<file path="src/rtl/booth_bist_driver.sv">
// booth_bist_driver: built-in self-test initiator for the 4x4 signed Booth
// multiplier. Issues LFSR operands, waits for the multiplier to finish,
// checks each product against a signed reference and counts failures.
// Define BIST_MISR_EN to compact every good product into an 8-bit MISR on sig.
module booth_bist_driver #(
    parameter int         NPAT    = 16,
    parameter logic [7:0] SEED    = 8'hA5,
    parameter int         TIMEOUT = 64
) (
    input  logic       clk,
    input  logic       rst_n,
    input  logic       run,
    output logic [3:0] a_o,
    output logic [3:0] b_o,
    output logic       start_o,
    input  logic       busy_i,
    input  logic [7:0] product_i,
    output logic       done,
    output logic       pass,
    output logic [7:0] fail_cnt,
    output logic [7:0] sig
);

    // An all-zero seed would lock the LFSR, so it is replaced by 1.
    localparam logic [7:0]        SEED_EFF  = (SEED == 8'h00) ? 8'h01 : SEED;
    localparam int                WDOG_W    = $clog2(TIMEOUT + 1);
    localparam logic [WDOG_W-1:0] WDOG_LAST = WDOG_W'(TIMEOUT - 1);
    localparam logic [7:0]        LAST_PAT  = 8'(NPAT - 1);

    typedef enum logic [2:0] {
        IDLE, ISSUE, WAIT_BUSY, WAIT_DONE, CHECK, FINISH
    } state_t;

    state_t            r_state;
    state_t            w_nextState;
    logic [7:0]        r_lfsr;
    logic [7:0]        r_count;
    logic [7:0]        r_fail;
    logic [3:0]        r_a;
    logic [3:0]        r_b;
    logic [WDOG_W-1:0] r_wdog;
    logic              r_timedOut;
    logic              r_done;
    logic              r_pass;
    logic              w_timeoutHit;
    logic              w_wdogExpired;
    logic              w_lastPat;
    logic              w_mismatch;
    logic [7:0]        w_lfsrNext;
    logic [7:0]        w_failNext;
    logic signed [7:0] w_aExt;
    logic signed [7:0] w_bExt;
    logic signed [7:0] w_expect;

    assign w_lfsrNext    = {r_lfsr[6:0], r_lfsr[7] ^ r_lfsr[5] ^ r_lfsr[4] ^ r_lfsr[3]};
    assign w_wdogExpired = (r_wdog >= WDOG_LAST);
    assign w_lastPat     = (r_count == LAST_PAT);

    // Reference product; a 4x4 signed product always fits in 8 bits.
    assign w_aExt     = {{4{r_a[3]}}, r_a};
    assign w_bExt     = {{4{r_b[3]}}, r_b};
    assign w_expect   = w_aExt * w_bExt;
    assign w_mismatch = (product_i != w_expect);

    // A timed-out pattern is always a failure; the counter saturates at 255.
    assign w_failNext = ((r_timedOut || w_mismatch) && (r_fail != 8'hFF)) ?
                        r_fail + 8'd1 : r_fail;

    // State register.
    always_ff @(posedge clk or negedge rst_n) begin
        if (!rst_n) r_state <= IDLE;
        else        r_state <= w_nextState;
    end

    // Next-state logic; completion takes priority over a coincident timeout.
    always_comb begin
        w_nextState  = r_state;
        w_timeoutHit = 1'b0;
        case (r_state)
            IDLE:      if (run) w_nextState = ISSUE;
            ISSUE:     w_nextState = WAIT_BUSY;
            WAIT_BUSY: begin
                if (busy_i) begin
                    w_nextState = WAIT_DONE;
                end else if (w_wdogExpired) begin
                    w_nextState  = CHECK;
                    w_timeoutHit = 1'b1;
                end
            end
            WAIT_DONE: begin
                if (!busy_i) begin
                    w_nextState = CHECK;
                end else if (w_wdogExpired) begin
                    w_nextState  = CHECK;
                    w_timeoutHit = 1'b1;
                end
            end
            CHECK:     w_nextState = w_lastPat ? FINISH : ISSUE;
            FINISH:    if (run) w_nextState = ISSUE;
            default:   w_nextState = IDLE;
        endcase
    end

    // Pattern datapath: operands, LFSR, counters, watchdog and result flags.
    always_ff @(posedge clk or negedge rst_n) begin
        if (!rst_n) begin
            r_lfsr     <= SEED_EFF;
            r_count    <= 8'd0;
            r_fail     <= 8'd0;
            r_a        <= 4'd0;
            r_b        <= 4'd0;
            r_wdog     <= '0;
            r_timedOut <= 1'b0;
            r_done     <= 1'b0;
            r_pass     <= 1'b0;
        end else begin
            case (r_state)
                IDLE, FINISH: begin
                    if (run) begin
                        r_lfsr  <= SEED_EFF;
                        r_a     <= SEED_EFF[7:4];
                        r_b     <= SEED_EFF[3:0];
                        r_count <= 8'd0;
                        r_fail  <= 8'd0;
                        r_done  <= 1'b0;
                        r_pass  <= 1'b0;
                    end
                end
                ISSUE: begin
                    r_wdog     <= '0;
                    r_timedOut <= 1'b0;
                end
                WAIT_BUSY, WAIT_DONE: begin
                    if (!w_wdogExpired) r_wdog <= r_wdog + 1'b1;
                    r_timedOut <= w_timeoutHit;
                end
                CHECK: begin
                    r_fail  <= w_failNext;
                    r_lfsr  <= w_lfsrNext;
                    r_count <= r_count + 8'd1;
                    if (w_lastPat) begin
                        r_done <= 1'b1;
                        r_pass <= (w_failNext == 8'd0);
                    end else begin
                        r_a <= w_lfsrNext[7:4];
                        r_b <= w_lfsrNext[3:0];
                    end
                end
                default: ;
            endcase
        end
    end

`ifdef BIST_MISR_EN
    logic [7:0] r_sig;

    // Signature register: compacts every non-timeout product of the run.
    always_ff @(posedge clk or negedge rst_n) begin
        if (!rst_n) begin
            r_sig <= 8'd0;
        end else if (run && (r_state == IDLE || r_state == FINISH)) begin
            r_sig <= 8'd0;
        end else if (r_state == CHECK && !r_timedOut) begin
            r_sig <= {r_sig[6:0], r_sig[7] ^ r_sig[5] ^ r_sig[4] ^ r_sig[3]} ^ product_i;
        end
    end

    assign sig = r_sig;
`else
    assign sig = 8'h00;
`endif

    // start_o decodes straight from the state so reset removes it at once.
    assign start_o  = (r_state == ISSUE);
    assign a_o      = r_a;
    assign b_o      = r_b;
    assign done     = r_done;
    assign pass     = r_pass;
    assign fail_cnt = r_fail;

endmodule

</file>
<file path="config.mk">
export PLATFORM = sky130hd
export DESIGN_NAME = booth_bist_driver
export DESIGN_NICKNAME = d
export VERILOG_FILES = /design/src/rtl/booth_bist_driver.sv
export SDC_FILE = /design/constraint.sdc
export NUM_CORES = 1
export LEC_CHECK = 0
export CAP_MARGIN = 10
export CORE_MARGIN = 5
export CORE_UTILIZATION = 55
export DETAILED_ROUTE_END_ITERATION = 8
export PLACE_DENSITY = 0.9
export SYNTH_ARGS = -nofsm -noshare
export SYNTH_HDL_FRONTEND = slang
export SYNTH_SLANG_ARGS = --single-unit
</file>
<file path="constraint.sdc">
create_clock -name clk -period 5.8 [get_ports clk]
set_input_delay 0.58 -clock clk [delete_from_list [all_inputs] [get_ports clk]]
set_output_delay 0.58 -clock clk [all_outputs]
set_load 0.05 [all_outputs]
</file>
# After elaboration in Yosys (flattened, before gate mapping)
# Cells that the tools add are included.
# totals
output_inout_bits	27
input_bits	12
elab_cells	72
ff_bits	45
# op_classes
muxes	30
reduce_logical	12
order_cmp	1
multipliers	1
eq_ne	12
n_bitwise	3
n_addsub	3
# op_table
op	count
$pmux 8 s2	3
$mux 8	3
$add 8x1->8 const B	2
$mux 4	4
$pmux 4 s2	2
$mux 3	5
$pmux 3 s5	1
$pmux 7 s2	1
$eq 8x4->1 const B	1
$logic_not 8->1	1
$mul 4x4->8	1
$ne 8x8->1	1
$ne 8x8->1 const B	1
$pmux 1 s2	4
$add 7x1->7 const B	1
$ge 7x6->1 const B	1
$mux 7	1
$eq 3x2->1 const B	2
$eq 3x3->1 const B	2
$mux 1	6
$ne 2x2->1 const B	3
$reduce_and 3->1	2
$reduce_and 2->1	2
$reduce_bool 2->1	2
other kinds (7)	10

# Depth between registers and ports, before layout
# Gate-level depths: netlist of run 1.
# depth
ltp_word	8
ltp_mapped	16
depth_no_buf	15

# Least setup slack after synthesis of run 1
# No wires, ideal clock.
# synth_timing
path_kind	register to register
startpoint	reg r_a[0] (netlist: a_o[0])
endpoint	reg r_fail[4] (netlist: fail_cnt[4])
path_buffers	1
setup_time_ps	124
synth_period_minus_slack_ps	4762
path_stages_with_launch	17
arrival_time_ps	4638
required_ps	5676
slack_ps	1038
path_cell_list	dfrtp_1 -> nand2b_1 -> fa_1 -> inv_1 -> fa_1 -> inv_1 -> fa_1 -> inv_1 -> ha_1 -> fa_1 -> xor2_1 -> a211o_1 -> nor4b_4 -> a21oi_2 -> buf_6 -> and3_1 -> a211o_1
# synth_between
elab_chain_len	6
# synth_rtl
item	line_no	source
start, declared	39	logic [3:0] r_a;
start signal, assigned	121	r_a <= SEED_EFF[7:4];
start signal, assigned	145	r_a <= w_lfsrNext[7:4];
$mul 4x4->8	62	assign w_expect = w_aExt * w_bExt;
$ne 8x8->1	63	assign w_mismatch = (product_i != w_expect);
$logic_or 1x1->1	66	assign w_failNext = ((r_timedOut || w_mismatch) && (r_fail != 8'hFF)) ?
$logic_and 1x1->1	66	
$mux 8	66	
$pmux 8 s2	117	case (r_state)
end signal, assigned	138	r_fail <= w_failNext;
end, declared	38	logic [7:0] r_fail;
# No other way between the ends.
# A chain may end at the register's enable or synchronous reset.

# Final worst setup path of run 1
# layout_timing
startpoint	reg r_a[0] (netlist: a_o[0])
endpoint	reg r_fail[5] (netlist: fail_cnt[5])
# The elaborated chain is that of the path after synthesis.

==> key figures, run 1 <==
Global route
  • Global Route Usage Sum: 0.1785
  • GR Overflow Total: 0
  • First-pass GRT wire length: roughly 10 mm
  • Antenna violations before repair: 0
  • Largest net degree at the start of global routing: 46
  • Vias in the first global route: about 2,200

Critical path
  • CP endpoint: fail_cnt[5]
  • Crit path DAT: roughly 4.9 ns
  • CP startpoint: a_o[0]
  • Critical Path RT: 5.99 ns
  • R2R Setup Slk: 1.04 ns
  • Critical R2R Launch: a_o[0]
  • Setup CP Type: flop to flop
  • Crit-path cells: nand2b_1 -> fa_1 -> inv_1 -> fa_1 -> inv_1 -> fa_1 -> inv_1 -> ha_1 -> fa_1 -> xor2_1 -> a211o_1 -> nor4b_4 -> a21oi_2 -> and3_1 -> mux2_2
  • Crit. End Element: flop
  • Capturing point of the worst reg2reg path: fail_cnt[5]
  • Crit-path slowest cell: fa_1
  • CP most frequent cell: fa_1
  • Type of origin of the critical path: flop
  • Worst path max stage delay: 0.55 ns
  • Worst-path maximum fanout: 11
  • Reg2reg path depth: 15

Final layout
  • Fin nets: roughly 380
  • Number of fill cells: ~440
  • Design area: about 0.0033 mm2
  • Non-Filler Instances: between 400 and 500
  • Share of layout cells above drive strength 1: 0.07849
  • Antenna Cells: 0
  • Layout area overhead: 13.98%

Detailed routing
  • DR pass1 iterations: 5
  • DRT antenna net count: 0
  • Drt first-iter violations: between 100 and 150
  • DR vias/cell: 5.534
  • Via count: around 2,300
  • Routed WL: around 6.0 mm
  • DRC errors left: 0
  • Routed wire per std cell: 14.57 um

Yosys
  • Synth async-reset ratio: 1.000
  • Dominant synthesized flop cell: dfrtp_1
  • Seq cells post-synth: 45
  • YS warnings: 0
  • Sequential share of the synthesized area: 0.3852
  • Unique masters post-synth: 46
  • Post-Synthesis Cells: 315
  • Number of synthesized flops with an enable pin: 0
  • Syn avg cell area: between 9 and 10 um2
  • Synth Cell Area: about 0.0029 mm2

Power
  • Pleak: 1.611 nW
  • Power per cell area: roughly 500 mW/mm2
  • Total chip power: around 1.7 mW
  • VDD IR max: between 0.2 and 0.3 mV

Clock tree
  • CTS tree: yes
  • Hold_buf cts: 0
  • H-tree levels: 2
  • Worst-path clk slew: approximately 0.090 ns
  • CTS root buffer: clkbuf_8
  • Buffer depth of the longest clock path: 2
  • Number of setup buffers added after CTS: 0
  • Post-cts resize count: 0
  • CTS sink cnt: 45
  • TritonCTS buffer count: 5
  • Worst-Skew Late Latency: approximately 0.3 ns

Hold path
  • Hold Path Class: primary input to asynchronous set/reset pin

Floorplan
  • Initial Util: 0.5713
  • Number of I/O pins: 39
  • Chip Height: between 80 and 90 um
  • Die X: a little over 80 um
  • Die area: approximately 0.0069 mm2
  • Std cell rows: 26
  • Area of the core: about 0.0051 mm2

Timing
  • Final worst-path cycle share: 0.8201
  • Fmax: 210.2 MHz
  • Count of final hold-check violations: 0
  • Slew HR: 0.3482
  • Slew @ Worst Pin: between 0.9 and 1 ns
  • # setup viols final: 0
  • Minimum clock period after layout: 4.757 ns
  • Setup_tns: 0 ns
  • Fin. max-slew vios: 0
  • Unrepaired setup endpoints after global routing: false
  • Worst Clk Skew: roughly 0.0073 ns
  • Final WS setup: 1.043 ns

Job
  • Max-cap violations: 0

Placement
  • Dpl ws: about 1.1 ns
  • # placed instances: 406
  • DP Wirelength: 4.535 mm
  • Port Buffers: 30
  • Dpl cell area: 0.003247 mm2
  • Placer Congestion: 0.9628

Run status
  • Status: finished, final reports clean
==> report_power, final <==
| group | internal, mW | leakage (nW) | switching, mW | total (mW) |
|---|---|---|---|---|
| Combinational | 0.425 | 0.969 | 0.567 | 0.992 |
| Sequential | 0.388 | 0.591 | 0.0899 | 0.478 |
| Clock | 0.0989 | 0.0518 | 0.111 | 0.210 |
==> cell usage after synthesis (all sizes together) (3+ instances only) <==
cell type,instances,area [um2]
nand2,44,165.2
dfrtp,41,1026
nor2,30,112.6
inv,16,60.06
o21ai,16,80.08
ha,15,187.7
a21oi,14,77.58
nand3,14,70.07
buf,13,91.34
and3,10,63.81
fa,9,180.2
xor2,9,78.83
and2,8,51.30
xnor2,8,70.07
nand2b,6,37.54
a21o,5,37.54
nor3,5,25.02
clkbuf,4,15.01
dfstp,4,105.1
mux2,4,45.04
a31o,3,26.28
a31oi,3,18.77
mux2i,3,30.03
nand4,3,18.77
o21bai,3,22.52
==> cell type report <==
cell class              count  area [um2]  share of cell area
inverters                  16       60.06             0.01794
clock inverters             2       17.52            0.005234
well taps                  70       87.58             0.02617
clock buffers               6       82.58             0.02467
flip-flops and latches     45        1131              0.3379
multi-input cells         244        1665              0.4976
repair buffers             31       302.8             0.09047
==> placed cells by master, fill, tap and decap left out, types with 6 or more instances in the layout <==
cell,instances
a21oi_1,12
and2_1,7
and3_1,9
clkbuf_8,6
clkdlybuf4s50_1,29
conb_1,8
dfrtp_1,41
fa_1,9
ha_1,15
inv_1,16
nand2_1,44
nand2b_1,6
nand3_1,14
nor2_1,30
o21ai_0,16
xnor2_1,8
xor2_1,9
==> state kept, by name, summed over array words and instances, names as in the netlist <==
signal / count
r_lfsr: 8
r_timedOut: 1
b_o: 4
done: 1
a_o: 4
r_wdog: 7
pass: 1
r_count: 8
fail_cnt: 8
r_state: 3
==> worst max-delay path: cells and delay by family (launching register included) <==
family	cells	cell delay, ns
buffers and inverters	3	0.15
AO/OA/AOI/OAI	2	0.52
XOR/XNOR	1	0.18
flip-flops	1	0.45
multiplexers	1	0.25
adder cells (fa/ha/maj)	5	2.25
AND/OR/NAND/NOR	3	0.83
==> logic make-up after synthesis <==
logic type | share of synthesized area
adder cells (fa/ha/maj) | 0.1253
other | 0.001277
XOR/XNOR | 0.06604
AO/OA/AOI/OAI | 0.1248
flip-flops | 0.3852
multiplexers | 0.02556
buffers and inverters | 0.05667
AND/OR/NAND/NOR | 0.2152
==> worst min-delay path by stage <==
stage / start / cells after the start / endpoint
final: rst_n / 1 / fail_cnt[0]
after floorplan: rst_n / 0 / a_o[0]
after detailed placement: done / 2 / done
after global routing: r_lfsr[6] / 2 / r_lfsr[6]
after global placement: r_lfsr[6] / 2 / r_lfsr[6]
after CTS: rst_n / 1 / done
==> routing by layer <==
metal,vias up,track usage,share of wire,wire length (um)
met5,-,0,0,0
met4,0,0.04903,0.010,62
met3,6,0.03762,0.055,331
met2,75,0.2799,0.47,2821
met1,1097,0.2506,0.47,2815
li1,1113,-,-,-
==> metrics by stage <==
stage	util	hold WS [ns]
final	0.6512	0.4378
after global routing	0.6512	0.5144
after CTS	0.6512	0.4618
after detailed placement	0.6317	0.4659
after global placement	0.6317	0.4628
after floorplan	-	0.2844
Power figures use the tool's default switching activity.
==> run 2: changes to the inputs <==
==> constraint.sdc (replaced) <==
create_clock -name clk -period 4.9 [get_ports clk]
set_input_delay 0.49 -clock clk [delete_from_list [all_inputs] [get_ports clk]]
set_output_delay 0.49 -clock clk [all_outputs]
set_load 0.05 [all_outputs]
==> key figures, run 2 (synthesis results as in run 1) <==
Floorplan
  • Area of the core: 0.005140 mm2 (unchanged)
  • Die X: 83.07 um (unchanged)
  • Die area: 0.006901 mm2 (unchanged)
  • Initial Util: 0.5713 (unchanged)
  • Number of I/O pins: 39 (unchanged)
  • Chip Height: 83.07 um (unchanged)
  • Std cell rows: 26 (unchanged)

Detailed routing
  • Met2 WL: 2.878 mm (+2.0%)
  • DRC errors left: 0 (unchanged)
  • Routed WL: 6.170 mm (+2.3%)
  • Routed wire per std cell: 14.87 um (+2.1%)
  • DR top layer: met4
  • DRT antenna net count: 0 (unchanged)
  • Routed met1 length: 2.893 mm (+2.8%)
  • DR vias/cell: 5.530 (about the same)
  • Via count: 2,295 (+0.17%)
  • Met3 wire length: 285 um (-14%)
  • DR pass1 iterations: 4 (-1)
  • Drt first-iter violations: 136 (-4.2%)

Final layout
  • Leading cell type in the layout, fill and taps excluded: nand2_1
  • Number of fill cells: 425 (-4.3%)
  • Multi-input gate area: 0.001673 mm2 (+0.45%)
  • Antenna Cells: 0 (unchanged)
  • Reg area: 0.001131 mm2 (unchanged)
  • Fin nets: 380 (+0.26%)
  • Share of layout cells above drive strength 1: 0.08116 (+0.002671)
  • Layout area overhead: 15.04%
  • Most frequent cells in the layout: nand2_1 (44), dfrtp_1 (41), nor2_1 (30)

Clock tree
  • TritonCTS buffer count: 5 (unchanged)
  • Buffer depth of the longest clock path: 2 (unchanged)
  • CTS sink cnt: 45 (unchanged)
  • CTS root buffer: clkbuf_8
  • H-tree levels: 2 (unchanged)
  • Worst-Skew Late Latency: 0.32 ns (+0.02 ns)
  • Worst-path clk slew: 0.10 ns (about the same)
  • CTS tree: yes

Power
  • Total chip power: 2.053 mW (+22%)
  • Clock power share: 0.144 (+0.019)
  • Int Pwr: 1.128 mW (+24%)
  • VDD IR max: 0.3389 mV (+34%)
  • Sw Pwr: 0.9255 mW (+21%)
  • Sw frac: 0.4508 (-0.006446)
  • Pleak: 1.625 nW (+0.86%)
  • Logic pwr share: 0.584 (-0.007)
  • Power per cell area: 607.7 mW/mm2 (+21%)
  • Sequential share of power: 0.273 (-0.011)

Timing
  • # setup viols final: 0 (unchanged)
  • Unrepaired setup endpoints after global routing: true
  • Setup_tns: 0 ns (unchanged)
  • Slew HR: 0.3502 (+0.002082)
  • Final worst-path cycle share: 0.9517 (+0.1316)
  • Worst Clk Skew: 0.01683 ns (+0.009549 ns)
  • Fmax: 214.4 MHz (+2.0%)
  • Slew @ Worst Pin: 0.9746 ns (-0.003124 ns)
  • Worst hold margin: 0.3307 ns (-0.1071 ns)
  • Count of final hold-check violations: 0 (unchanged)
  • Fin. max-slew vios: 0 (unchanged)
  • Minimum clock period after layout: 4.664 ns (-0.09306 ns)

Critical path
  • Crit path DAT: 4.86 ns (-0.08 ns)
  • Crit-path slowest cell: fa_1
  • Critical R2R Launch: a_o[0]
  • Critical Path RT: 5.10 ns (-0.89 ns)
  • WP buf/inv: 3 (unchanged)
  • R2R Setup Slk: 0.24 ns (-0.81 ns)
  • Crit-path cells: nand2b_1 -> fa_1 -> inv_1 -> fa_1 -> inv_1 -> fa_1 -> inv_1 -> ha_1 -> fa_1 -> a21o_1 -> a21oi_1 -> xnor3_1 -> a21oi_4 -> o21ai_0 -> a32o_1
  • CP most frequent cell: fa_1
  • Reg2reg path depth: 15 (unchanged)
  • Setup CP Type: flop to flop
  • Worst path max stage delay: 0.54 ns (about the same)
  • Type of origin of the critical path: flop
  • Worst-path maximum fanout: 11 (unchanged)
  • Capturing point of the worst reg2reg path: fail_cnt[1]
  • Crit. End Element: flop
  • Worst path top cell family by delay: adder cells

Global route
  • Largest net degree at the start of global routing: 46 (unchanged)
  • First-pass GRT wire length: 10.69 mm (+3.9%)
  • Global Route Usage Sum: 0.1874 (+0.008989)
  • Vias in the first global route: 2,263 (+4.3%)
  • Antenna violations before repair: 0 (unchanged)
  • GR Overflow Total: 0 (unchanged)

Placement
  • DP Wirelength: 4.631 mm (+2.1%)
  • Port Buffers: 30 (unchanged)
  • Placer Congestion: 0.9791 (+1.7%)

Job
  • Max-cap violations: 0 (unchanged)

Hold path
  • Hold Path Class: primary input to asynchronous set/reset pin

Run status
  • Status: finished, final reports clean
## run 2: cell types whose count changed in the layout (fill, tap and decap cells not counted), sizes merged
cell / previous run / this run
inv: 17 / 18
clkinv: 1 / 0
bufinv: 0 / 1
clkbuf: 6 / 5
buf: 2 / 3
## run 2: how the worst max path moves through the flow
stage	startpoint	to	slack (ns)	cells past startpoint
floorplan	a_o[0]	fail_cnt[4]	0.14	16
global placement	a_o[0]	fail_cnt[1]	0.31	15
detailed placement	a_o[0]	fail_cnt[1]	0.17	15
CTS	a_o[0]	fail_cnt[1]	0.15	15
global route	a_o[0]	fail_cnt[1]	-0.0004	15
finish	a_o[0]	fail_cnt[1]	0.24	15
## run 2: final cells by class
cell class | instances | share of cell area
well taps | 70 | 0.02593
multi-input cells | 244 | 0.4952
clock buffers | 5 | 0.02037
inverters | 16 | 0.01778
clock inverters | 3 | 0.01407
flip-flops and latches | 45 | 0.3348
repair buffers | 32 | 0.09185
## run 2: power by group through the flow
stage	registers [mW]	clock network [mW]	logic [mW]
floorplan	0.617	0	0.875
global placement	0.561	0	1.14
detailed placement	0.566	0	1.20
CTS	0.559	0.301	1.20
global route	0.575	0.318	1.33
finish	0.560	0.295	1.20
## run 2: per-stage QoR
step | cells | cell area (um2) | utilization | setup slack [ns]
floorplan | 322 | 2963 | - | 0.1382
global placement | 407 | 3254 | 0.6332 | 0.3100
detailed placement | 407 | 3254 | 0.6332 | 0.1686
CTS | 415 | 3371 | 0.6558 | 0.1451
global route | 415 | 3378 | 0.6573 | -0.0004001
finish | 415 | 3378 | 0.6573 | 0.2365
## run 2: repair_timing
action | in CTS | in global routing
buffers inserted | 0 | 0
hold endpoints to repair | 0 | 0
endpoints found under the setup margin | 0 | 7
hold buffers | 0 | 0
gates resized for setup | 0 | 1
## run 2: per-layer routing
layer / up-vias / GRT usage
li1: 1121 / -
met1: 1096 / 0.2568
met2: 66 / 0.2923
met3: 12 / 0.04257
met4: 0 / 0.06538
met5: - / 0
==> run 3: changes to the inputs <==
--- a/config.mk
+++ b/config.mk
@@ -5,10 +5,13 @@
 export SDC_FILE = /design/constraint.sdc
 export NUM_CORES = 1
 export LEC_CHECK = 0
+export ABC_AREA = 1
+export ABC_CLOCK_PERIOD_IN_PS = 4900
 export CAP_MARGIN = 10
 export CORE_MARGIN = 5
-export CORE_UTILIZATION = 55
+export CORE_UTILIZATION = 56
 export DETAILED_ROUTE_END_ITERATION = 8
+export GPL_ROUTABILITY_DRIVEN = 0
 export PLACE_DENSITY = 0.9
 export SYNTH_ARGS = -nofsm -noshare
 export SYNTH_HDL_FRONTEND = slang
==> key figures, run 3 <==
Global route
  • Vias in the first global route: 2,581 (+14%)
  • GR Overflow Total: 0 (unchanged)
  • Largest net degree at the start of global routing: 46 (unchanged)
  • Global Route Usage Sum: 0.1892 (+0.001747)
  • Antenna violations before repair: 0 (unchanged)
  • First-pass GRT wire length: 11.30 mm (+5.7%)

Timing
  • Final worst-path cycle share: 0.8916 (-0.06011)
  • Final WS setup: 0.5310 ns (+0.2946 ns)
  • Worst Clk Skew: 0.005517 ns (-0.01132 ns)
  • Slew HR: 0.3527 (+0.002421)
  • # setup viols final: 0 (unchanged)
  • Setup_tns: 0 ns (unchanged)
  • Slew @ Worst Pin: 0.9710 ns (-0.003632 ns)
  • Count of final hold-check violations: 0 (unchanged)
  • Worst hold margin: 0.3422 ns (+0.01147 ns)
  • Unrepaired setup endpoints after global routing: false
  • Fmax: 228.9 MHz (+6.7%)
  • Fin. max-slew vios: 0 (unchanged)
  • Minimum clock period after layout: 4.369 ns (-0.2946 ns)

Critical path
  • Worst-path maximum fanout: 9 (-2)
  • Crit path DAT: 4.56 ns (-0.30 ns)
  • Setup CP Type: flop to flop
  • Crit. End Element: flop
  • Critical Path RT: 5.09 ns (about the same)
  • Type of origin of the critical path: flop

Power
  • VDD IR max: 0.4248 mV (+25%)
  • Power per cell area: 637.5 mW/mm2 (+4.9%)
  • Pleak: 1.789 nW (+10%)

Clock tree
  • Number of setup buffers added after CTS: 0 (unchanged)
  • CTS root buffer: clkbuf_8
  • Post-cts resize count: 0 (unchanged)
  • Worst-Skew Late Latency: 0.30 ns (-0.02 ns)
  • CTS tree: yes
  • Worst-path clk slew: 0.08 ns (-0.02 ns)
  • TritonCTS buffer count: 5 (unchanged)
  • Buffer depth of the longest clock path: 2 (unchanged)
  • H-tree levels: 2 (unchanged)
  • CTS sink cnt: 45 (unchanged)
  • Hold_buf cts: 0 (unchanged)

Final layout
  • Share of layout cells above drive strength 1: 0.1168 (+0.03566)
  • Antenna Cells: 0 (unchanged)
  • Leading cell type in the layout, fill and taps excluded: nand2_1
  • Layout area overhead: 12.98%
  • Fin nets: 463 (+22%)
  • Most frequent cells in the layout: nand2_1 (80), inv_1 (70), dfrtp_1 (41)
  • Post-layout util: 0.6465 (-0.01071)

Detailed routing
  • DRT antenna net count: 0 (unchanged)
  • DR pass1 iterations: 4 (unchanged)
  • Routed wire per std cell: 12.71 um (-15%)
  • Routed WL: 6.355 mm (+3.0%)
  • Via count: 2,626 (+14%)
  • DRC errors left: 0 (unchanged)
  • DR vias/cell: 5.252 (-5.0%)
  • Drt first-iter violations: 157 (+15%)

Yosys
  • Seq cells post-synth: 45 (unchanged)
  • Syn avg cell area: 7.928 um2 (-15%)
  • Leading area contributor after synthesis: dfrtp_1
  • Sequential share of the synthesized area: 0.3612 (-0.02401)
  • Synth async-reset ratio: 1.000 (unchanged)
  • Commonest cells in the netlist: nand2_1 (80), inv_1 (70), dfrtp_1 (41)
  • Synth top area cells: dfrtp_1 (33%), nand2_1 (9.6%), inv_1 (8.4%)
  • Synth Cell Area: 0.003132 mm2 (+6.6%)
  • Dominant synthesized flop cell: dfrtp_1
  • Post-Synthesis Cells: 395 (+25%)
  • Top-count cell post-synth: nand2_1
  • Unique masters post-synth: 45 (-2.2%)
  • Area share of the largest cell type after synthesis: 0.3276 (-0.02178)
  • YS warnings: 0 (unchanged)
  • Number of synthesized flops with an enable pin: 0 (unchanged)

Placement
  • Port Buffers: 30 (unchanged)
  • DP Wirelength: 4.965 mm (+7.2%)
  • Dpl ws: 0.5425 ns (+0.3739 ns)

Floorplan
  • Initial Util: 0.5722 (+0.0009210)
  • Std cell rows: 27 (+3.8%)
  • Area of the core: 0.005473 mm2 (+6.5%)
  • Die X: 84.78 um (+2.1%)
  • Die area: 0.007188 mm2 (+4.2%)
  • Number of I/O pins: 39 (unchanged)
  • Chip Height: 84.78 um (+2.1%)

Job
  • Max-cap violations: 0 (unchanged)

Run status
  • Status: finished, final reports clean

Hold path
  • Hold Path Class: primary input to asynchronous set/reset pin
## run 3: critical path, stage by stage (launching register included)
cell and delay [ns]:
dfrtp_1 0.44, inv_1 0.11, nand2_1 0.08, fa_1 0.53, inv_1 0.05, fa_1 0.53
inv_1 0.05, fa_1 0.49, inv_1 0.04, ha_1 0.22, fa_1 0.41, or2_1 0.26
nand2_1 0.07, nand2_1 0.05, nand2_1 0.05, nand3_1 0.09, nor2_2 0.14, nand3_4 0.14
nand2_8 0.13, inv_2 0.05, nand2_1 0.06, nand2_1 0.07, inv_1 0.05, nor2_1 0.04
nand3_1 0.07, nand2_1 0.05
## run 3: final cells by class
cell class / instances / area [um2]
Multi-Input combinational cell: 266 / 1630
Clock inverter: 1 / 7.507
Inverter: 78 / 300.3
Timing Repair Buffer: 31 / 302.8
Sequential cell: 45 / 1131
Clock buffer: 7 / 76.32
Tap cell: 72 / 90.09
Fill cell: 459 / 1934
## run 3: cell families after synthesis
group / Yosys count / synth area share
compound gates: 53 / 0.1075
xor+xnor: 11 / 0.03076
fa+ha+maj: 24 / 0.1175
buf+inv: 91 / 0.1266
flops: 45 / 0.3612
other cells: 1 / 0.001197
simple gates: 170 / 0.2553
## run 3: path summary, 6_finish.rpt
| kind | startpoint | to | slack, ns | depth (start not counted) |
|---|---|---|---|---|
| worst min-delay path | rst_n | fail_cnt[1] | 0.34 | 1 |
| max in group asynchronous | rst_n | b_o[2] | 3.96 | 1 |
| worst min register to register | done | done | 0.49 | 2 |
| worst max register to register | a_o[0] | pass | 0.53 | 25 |
| worst max-delay path | a_o[0] | pass | 0.53 | 25 |
| min in group clk | done | done | 0.49 | 2 |
## run 3: per-layer routing
| metal | vias up | part of all wire | global-route usage |
|---|---|---|---|
| met4 | 0 | 0.015 | 0.05755 |
| met2 | 69 | 0.49 | 0.3238 |
| met3 | 7 | 0.050 | 0.03533 |
| met5 | - | 0 | 0 |
| met1 | 1249 | 0.44 | 0.2428 |
| li1 | 1301 | - | - |
## run 3: power by group
group / switching [mW] / internal [mW]
Sequential: 0.112 / 0.482
Clock: 0.122 / 0.101
Combinational: 0.915 / 0.525
## run 3: metrics by stage
step           cells  total power [mW]  area, um2
6_report         500             2.256       3538
5_1_grt          500             2.491       3538
4_1_cts          500             2.272       3538
3_5_place_dp     492             2.041       3455
3_3_place_gp     492             1.972       3455
2_1_floorplan    402             1.737       3158
